<file path="config.mk">
export PLATFORM = sky130hd
export DESIGN_NAME = dcache_store_buffer
export DESIGN_NICKNAME = d
export VERILOG_FILES = /design/src/rtl/dcache_store_buffer.sv
export SDC_FILE = /design/constraint.sdc
export NUM_CORES = 1
export LEC_CHECK = 0
export CAP_MARGIN = 40
export CORE_ASPECT_RATIO = 1.25
export CORE_MARGIN = 1
export CORE_UTILIZATION = 45
export DETAILED_ROUTE_END_ITERATION = 16
export PLACE_DENSITY = 0.69
export SLEW_MARGIN = 40
export SYNTH_ARGS = -nofsm -noshare
export SYNTH_HDL_FRONTEND = slang
export SYNTH_SLANG_ARGS = --single-unit
</file>
<file path="constraint.sdc">
create_clock -name clock -period 6.4 [get_ports clock]
set_input_delay 1.28 -clock clock [delete_from_list [all_inputs] [get_ports clock]]
set_output_delay 1.28 -clock clock [all_outputs]
set_load 0.03 [all_outputs]
</file>
<file path="src/rtl/dcache_store_buffer.sv">
// Store-queue retirement responder: FIFO write buffer draining to memory, mirrored into the
// cache data array, with load-side byte forwarding. Define WB_COALESCE_EN to merge same-word stores.
`ifndef NUM_SQ_DCACHE
`define NUM_SQ_DCACHE 2
`endif

package dcache_store_buffer_pkg;
  typedef struct packed {
    logic        valid;
    logic [31:0] addr;
    logic [2:0]  sign_size;
    logic [31:0] data;
  } SQ_DCACHE_PACKET;
endpackage

module dcache_store_buffer
  import dcache_store_buffer_pkg::*;
#(
  parameter int NUM_PORTS = `NUM_SQ_DCACHE,
  parameter int WB_DEPTH  = 4
) (
  input  logic                 clock,
  input  logic                 reset,
  input  SQ_DCACHE_PACKET      sq_dcache_packet [NUM_PORTS],
  output logic [NUM_PORTS-1:0] dcache_accept,
  output logic                 mem_req_valid,
  output logic [31:0]          mem_req_addr,
  output logic [3:0]           mem_req_mask,
  output logic [31:0]          mem_req_data,
  input  logic                 mem_req_ready,
  output logic                 cache_wr_en,
  output logic [31:0]          cache_wr_addr,
  output logic [3:0]           cache_wr_mask,
  output logic [31:0]          cache_wr_data,
  input  logic [31:0]          ld_addr,
  output logic [3:0]           wb_fwd_mask,
  output logic [31:0]          wb_fwd_data,
  output logic                 wb_empty
);
  localparam int CW = $clog2(WB_DEPTH + 1);
  localparam int PW = (WB_DEPTH > 1) ? $clog2(WB_DEPTH) : 1;
  localparam logic [1:0] SZ_BYTE = 2'd0;
  localparam logic [1:0] SZ_HALF = 2'd1;

  typedef enum logic {S_IDLE, S_ISSUE} state_t;
  state_t state, state_next;

  logic [WB_DEPTH-1:0] wb_valid, valid_n;
  logic [29:0]         wb_waddr [WB_DEPTH];
  logic [29:0]         waddr_n  [WB_DEPTH];
  logic [3:0]          wb_mask  [WB_DEPTH];
  logic [3:0]          mask_n   [WB_DEPTH];
  logic [31:0]         wb_data  [WB_DEPTH];
  logic [31:0]         data_n   [WB_DEPTH];
  logic [PW-1:0]       head, tail, tail_n;
  logic [CW-1:0]       count, count_n, n_alloc;
  logic                pop;
  logic                unused_bits;

  function automatic logic [PW-1:0] ptr_inc(input logic [PW-1:0] p);
    return (p == PW'(WB_DEPTH - 1)) ? '0 : p + PW'(1);
  endfunction

  function automatic logic [PW-1:0] ptr_dec(input logic [PW-1:0] p);
    return (p == '0) ? PW'(WB_DEPTH - 1) : p - PW'(1);
  endfunction

  function automatic logic [3:0] lane_mask(input logic [1:0] size, input logic [1:0] off);
    case (size)
      SZ_BYTE: return 4'b0001 << off;
      SZ_HALF: return off[1] ? 4'b1100 : 4'b0011;
      default: return 4'hF;
    endcase
  endfunction

  function automatic logic [31:0] lane_data(input logic [1:0] size, input logic [1:0] off,
                                            input logic [31:0] d);
    case (size)
      SZ_BYTE: return {24'd0, d[7:0]} << {off, 3'b000};
      SZ_HALF: return {16'd0, d[15:0]} << {off[1], 4'b0000};
      default: return d;
    endcase
  endfunction

  function automatic logic [31:0] overlay(input logic [31:0] old, input logic [31:0] nw,
                                          input logic [3:0] m);
    logic [31:0] r;
    r = old;
    for (int b = 0; b < 4; b++)
      if (m[b]) r[8*b +: 8] = nw[8*b +: 8];
    return r;
  endfunction

  assign pop = (state == S_ISSUE) && mem_req_ready;

  // Accept/allocate: walk slots in order, stop at the first one that cannot be taken.
  always_comb begin
    logic        blocked;
    logic [3:0]  m;
    logic [31:0] d;
    logic [29:0] wa;
`ifdef WB_COALESCE_EN
    logic [PW-1:0] young;
    logic          young_ok;
    young    = ptr_dec(tail);
    young_ok = (count != '0) && !(state == S_ISSUE && young == head);
`endif
    valid_n       = wb_valid;
    waddr_n       = wb_waddr;
    mask_n        = wb_mask;
    data_n        = wb_data;
    dcache_accept = '0;
    tail_n        = tail;
    n_alloc       = '0;
    blocked       = reset;
    for (int i = 0; i < NUM_PORTS; i++) begin
      m  = lane_mask(sq_dcache_packet[i].sign_size[1:0], sq_dcache_packet[i].addr[1:0]);
      d  = lane_data(sq_dcache_packet[i].sign_size[1:0], sq_dcache_packet[i].addr[1:0],
                     sq_dcache_packet[i].data);
      wa = sq_dcache_packet[i].addr[31:2];
      if (blocked || !sq_dcache_packet[i].valid) begin
        blocked = 1'b1;
      end
`ifdef WB_COALESCE_EN
      else if (young_ok && waddr_n[young] == wa) begin
        dcache_accept[i] = 1'b1;
        mask_n[young]    = mask_n[young] | m;
        data_n[young]    = overlay(data_n[young], d, m);
      end
`endif
      else if ({1'b0, count} + {1'b0, n_alloc} < (CW+1)'(WB_DEPTH)) begin
        dcache_accept[i] = 1'b1;
        valid_n[tail_n]  = 1'b1;
        waddr_n[tail_n]  = wa;
        mask_n[tail_n]   = m;
        data_n[tail_n]   = d;
`ifdef WB_COALESCE_EN
        young    = tail_n;
        young_ok = 1'b1;
`endif
        tail_n  = ptr_inc(tail_n);
        n_alloc = n_alloc + CW'(1);
      end else begin
        blocked = 1'b1;
      end
    end
    if (pop) valid_n[head] = 1'b0;
  end

  assign count_n = count + n_alloc - CW'(pop);

  always_comb begin
    state_next = state;
    case (state)
      S_IDLE:  if (count_n != '0) state_next = S_ISSUE;
      S_ISSUE: if (count_n == '0) state_next = S_IDLE;
      default: state_next = S_IDLE;
    endcase
  end

  always_ff @(posedge clock) begin
    if (reset) begin
      state    <= S_IDLE;
      head     <= '0;
      tail     <= '0;
      count    <= '0;
      wb_valid <= '0;
    end else begin
      state    <= state_next;
      if (pop) head <= ptr_inc(head);
      tail     <= tail_n;
      count    <= count_n;
      wb_valid <= valid_n;
    end
  end

  // Entry payload carries no reset; validity alone qualifies it.
  always_ff @(posedge clock) begin
    wb_waddr <= waddr_n;
    wb_mask  <= mask_n;
    wb_data  <= data_n;
  end

  assign mem_req_valid = (state == S_ISSUE);
  assign mem_req_addr  = {wb_waddr[head], 2'b00};
  assign mem_req_mask  = wb_mask[head];
  assign mem_req_data  = wb_data[head];
  assign cache_wr_en   = pop;
  assign cache_wr_addr = mem_req_addr;
  assign cache_wr_mask = mem_req_mask;
  assign cache_wr_data = mem_req_data;
  assign wb_empty      = (count == '0);

  // Oldest to youngest, so later stores overwrite earlier bytes.
  always_comb begin
    logic [PW-1:0] idx;
    wb_fwd_mask = '0;
    wb_fwd_data = '0;
    idx         = head;
    for (int k = 0; k < WB_DEPTH; k++) begin
      if (wb_valid[idx] && wb_waddr[idx] == ld_addr[31:2]) begin
        wb_fwd_mask = wb_fwd_mask | wb_mask[idx];
        wb_fwd_data = overlay(wb_fwd_data, wb_data[idx], wb_mask[idx]);
      end
      idx = ptr_inc(idx);
    end
  end

  always_comb begin
    unused_bits = ^ld_addr[1:0];
    for (int i = 0; i < NUM_PORTS; i++)
      unused_bits = unused_bits ^ sq_dcache_packet[i].sign_size[2];
  end
endmodule

</file>
==> impl_metrics.py <==
metrics = {
    "clock_network": {
        "clk_latency_ns": 0.60,
        "hold_buffers": 0,
        "cts_buffer_depth": 3,
        "cts_tree": "yes",
        "clkSlewWorstSetupHoldPaths_ns": 0.06,
        "cts_inserted_buffers": 31,
        "clock-sinks": 276,
        "htree_levels": 1,
        "cts_root_buf": "clkbuf_16",
    },
    "critical_path": {
        "r2r_start": "count[2]",
        "cp.required_ns": 5.12,
        "crit_path_start": "head[1]",
        "r2r_end": "mem_req_valid",
        "cp.arrival_ns": 5.05,
        "cp-start-kind": "flop",
        "crit_type": "reg -> out",
        "path_max_fanout": 20,
        "r2r_slack_ns": 3.03,
        "cp-end-kind": "output port",
        "rr_worst_depth": 13,
        "cp-endpoint": "wb_fwd_data[19]",
    },
    "synth": {
        "synth_edf_count": 0,
        "netlist_area_um2": 21900,
        "syn_inst": 2631,
        "yosys_warnings": 0,
        "ys.flop_type": "dfxtp_1",
        "ys_seq_area_share_pct": 25.2,
        "ys_ff_latch": 276,
        "synth_area_per_cell_um2": 8.34,
        "synth_cell_types": 54,
        "synthArstFlopShare_pct": 0,
    },
    "route": {
        "drc": 0,
        "vias_per_cell": 6.57,
        "drt-pass1-iter-count": 8,
        "wirelength_um": 87100,
        "vias": 22500,
        "drtAntennaViolNets": 0,
        "drt_iter0_drc": 2385,
        "post_drt_wl_per_cell_um": 25.4,
    },
    "global_route": {
        "grt_overflow": 0,
        "grt_pass1_wl_um": 129000,
        "grt_max_degree": 91,
        "first_global_vias": 21300,
        "antenna_found_initial": 7,
        "grtUsageTotal_pct": 33.9,
    },
    "floorplanning": {
        "die_area_um2": 49700,
        "initial_utilization_pct": 45.5,
        "io_pins": 348,
        "num_rows": 90,
        "die_w_um": 200,
        "core-area_um2": 48200,
        "die_h_um": 249,
    },
    "layout": {
        "final_cell_mix": "nand2_1 (549), clkdlybuf4s50_1 (302), dfxtp_1 (274)",
        "final_cell_area_um2": 26500,
        "drive_gt1_share_pct": 13.7,
        "fillers": 4391,
        "multiInputGateArea_um2": 14900,
        "nNetsFinal": 2947,
        "final_common_cell": "nand2_1",
        "area_growth_pct": 20.9,
        "register_area_um2": 5530,
    },
    "placement": {
        "port_buffers": 339,
        "hpwl_um": 59000,
        "placed_area_um2": 25400,
        "finalWeightedCongestion": 0.974,
    },
    "timing": {
        "fin_crit_ns": 6.33,
        "max_freq_mhz": 158,
        "period_share_pct": 99.0,
        "rsz0062_at_grt": "false",
        "clock_skew_ns": 0.0247,
        "hold_viol_final": 0,
        "max-slew-margin-rel_pct": 43.5,
        "fin_setup_tns_ns": 0,
        "tightest_slew_ns": 0.845,
        "final_max_slew_viol_count": 0,
        "setup_violations": 0,
    },
    "hold_path": {
        "hp-class": "reg -> reg",
        "min_from": "wb_waddr[23]",
        "hold_depth": 2,
    },
    "pwr": {
        "p_per_area_nw_per_um2": 496,
        "vdd_drop_max_mv": 0.363,
        "leakagePower_nw": 9.82,
    },
    "outcome": {
        "status": "finished, final reports clean",
    },
    "flow_run": {
        "drv_cap": 0,
    },
}
## worst max-delay path, stage by stage, from the launching register on
cell     delay (ns)
dfxtp_4        0.61
inv_2          0.10
ha_4           0.34
inv_6          0.28
buf_4          0.23
mux4_2         0.51
xor2_1         0.19
nor4_1         0.31
and4_1         0.50
nand2_2        0.32
nor2_1         0.22
buf_4          0.22
nand2_1        0.07
a31oi_1        0.36
buf_12         0.18
## sequential cells by signal (all words and copies together) (netlist names)
| register | cells |
|---|---|
| wb_valid | 4 |
| count | 3 |
| wb_data | 128 |
| wb_mask | 16 |
| mem_req_valid | 1 |
| head | 2 |
| wb_waddr | 120 |
| tail | 2 |
## where the power goes
group / switching [mW] / total, mW / internal [mW]
clock: 0.784 / 1.92 / 1.13
combinational: 4.14 / 7.69 / 3.55
sequential: 0.970 / 3.54 / 2.58
total: 5.90 / 13.2 / 7.26
## final cells by class
cell class | count | share of cell area [%]
multi-input cells | 2029 | 56.1
flip-flops and latches | 276 | 20.9
clock inverters | 10 | 0.590
clock buffers | 44 | 3.41
diodes | 5 | 0.0472
repair buffers | 406 | 15.8
inverters | 16 | 0.245
well taps | 644 | 3.04
## what timing repair did
| action | 4_1_cts | 5_1_grt |
|---|---|---|
| buffers inserted | 0 | 3 |
| endpoints found under the setup margin | 0 | 12 |
| gates resized for setup | 0 | 4 |
## cell families after synthesis
kind of cell	share of synthesized area (%)
AND/OR/NAND/NOR	18.3
XOR/XNOR	4.83
adder cells (fa/ha/maj)	0.946
multiplexers	24.0
buffers and inverters	7.57
flip-flops	25.2
other	0.0171
AO/OA/AOI/OAI	19.2
## per-stage QoR
step | instances | hold WS (ns) | setup WS [ns] | utilization (%) | total power, mW
floorplan | 2634 | 0.470 | 0.296 | - | 8.88
global placement | 3367 | 0.490 | 0.672 | 52.6 | 10.9
detailed placement | 3367 | 0.497 | 0.656 | 52.7 | 11.1
CTS | 3421 | 0.507 | 0.0227 | 54.9 | 13.0
global route | 3429 | 0.532 | 0.0421 | 55.0 | 13.8
finish | 3430 | 0.509 | 0.0667 | 55.0 | 13.2
## worst min path at each step
stage / endpoint
detailed placement: wb_waddr[83]
finish: wb_waddr[23]
global placement: wb_waddr[23]
global route: wb_waddr[83]
CTS: wb_waddr[83]
floorplan: wb_waddr[73]
## synth_stat cells (15+ instances only)
cell      count  area [um2]
a211oi_1     25         188
nor2b_1      40         250
a31oi_1     155         970
nand2_1     554        2080
ha_1         15         188
nor3_1       15        75.1
dfxtp_1     276        5530
xor2_1       39         342
o211ai_1    115         863
clkbuf_1    154         578
buf_2        43         215
buf_1        27         101
o21ai_0     184         921
a21oi_1      65         325
a22oi_1      47         353
buf_4        82         616
mux4_2      174        3920
mux2i_1     121        1210
nor2_1      177         664
xnor2_1      82         718
nand4_1      48         300
and2_1       42         263
o22ai_1      33         206
a22o_1       15         131
## metal layers
metal  vias to the layer above  part of all wire (%)  GRT usage, %
met5                         -                 0.031             0
met4                         4                   6.7          22.2
met3                       314                    10          5.24
met2                      1582                    47          54.4
met1                     10800                    36          42.0
li1                       9828                     -             -
Note: power is estimated with default switching activity, not from simulation.
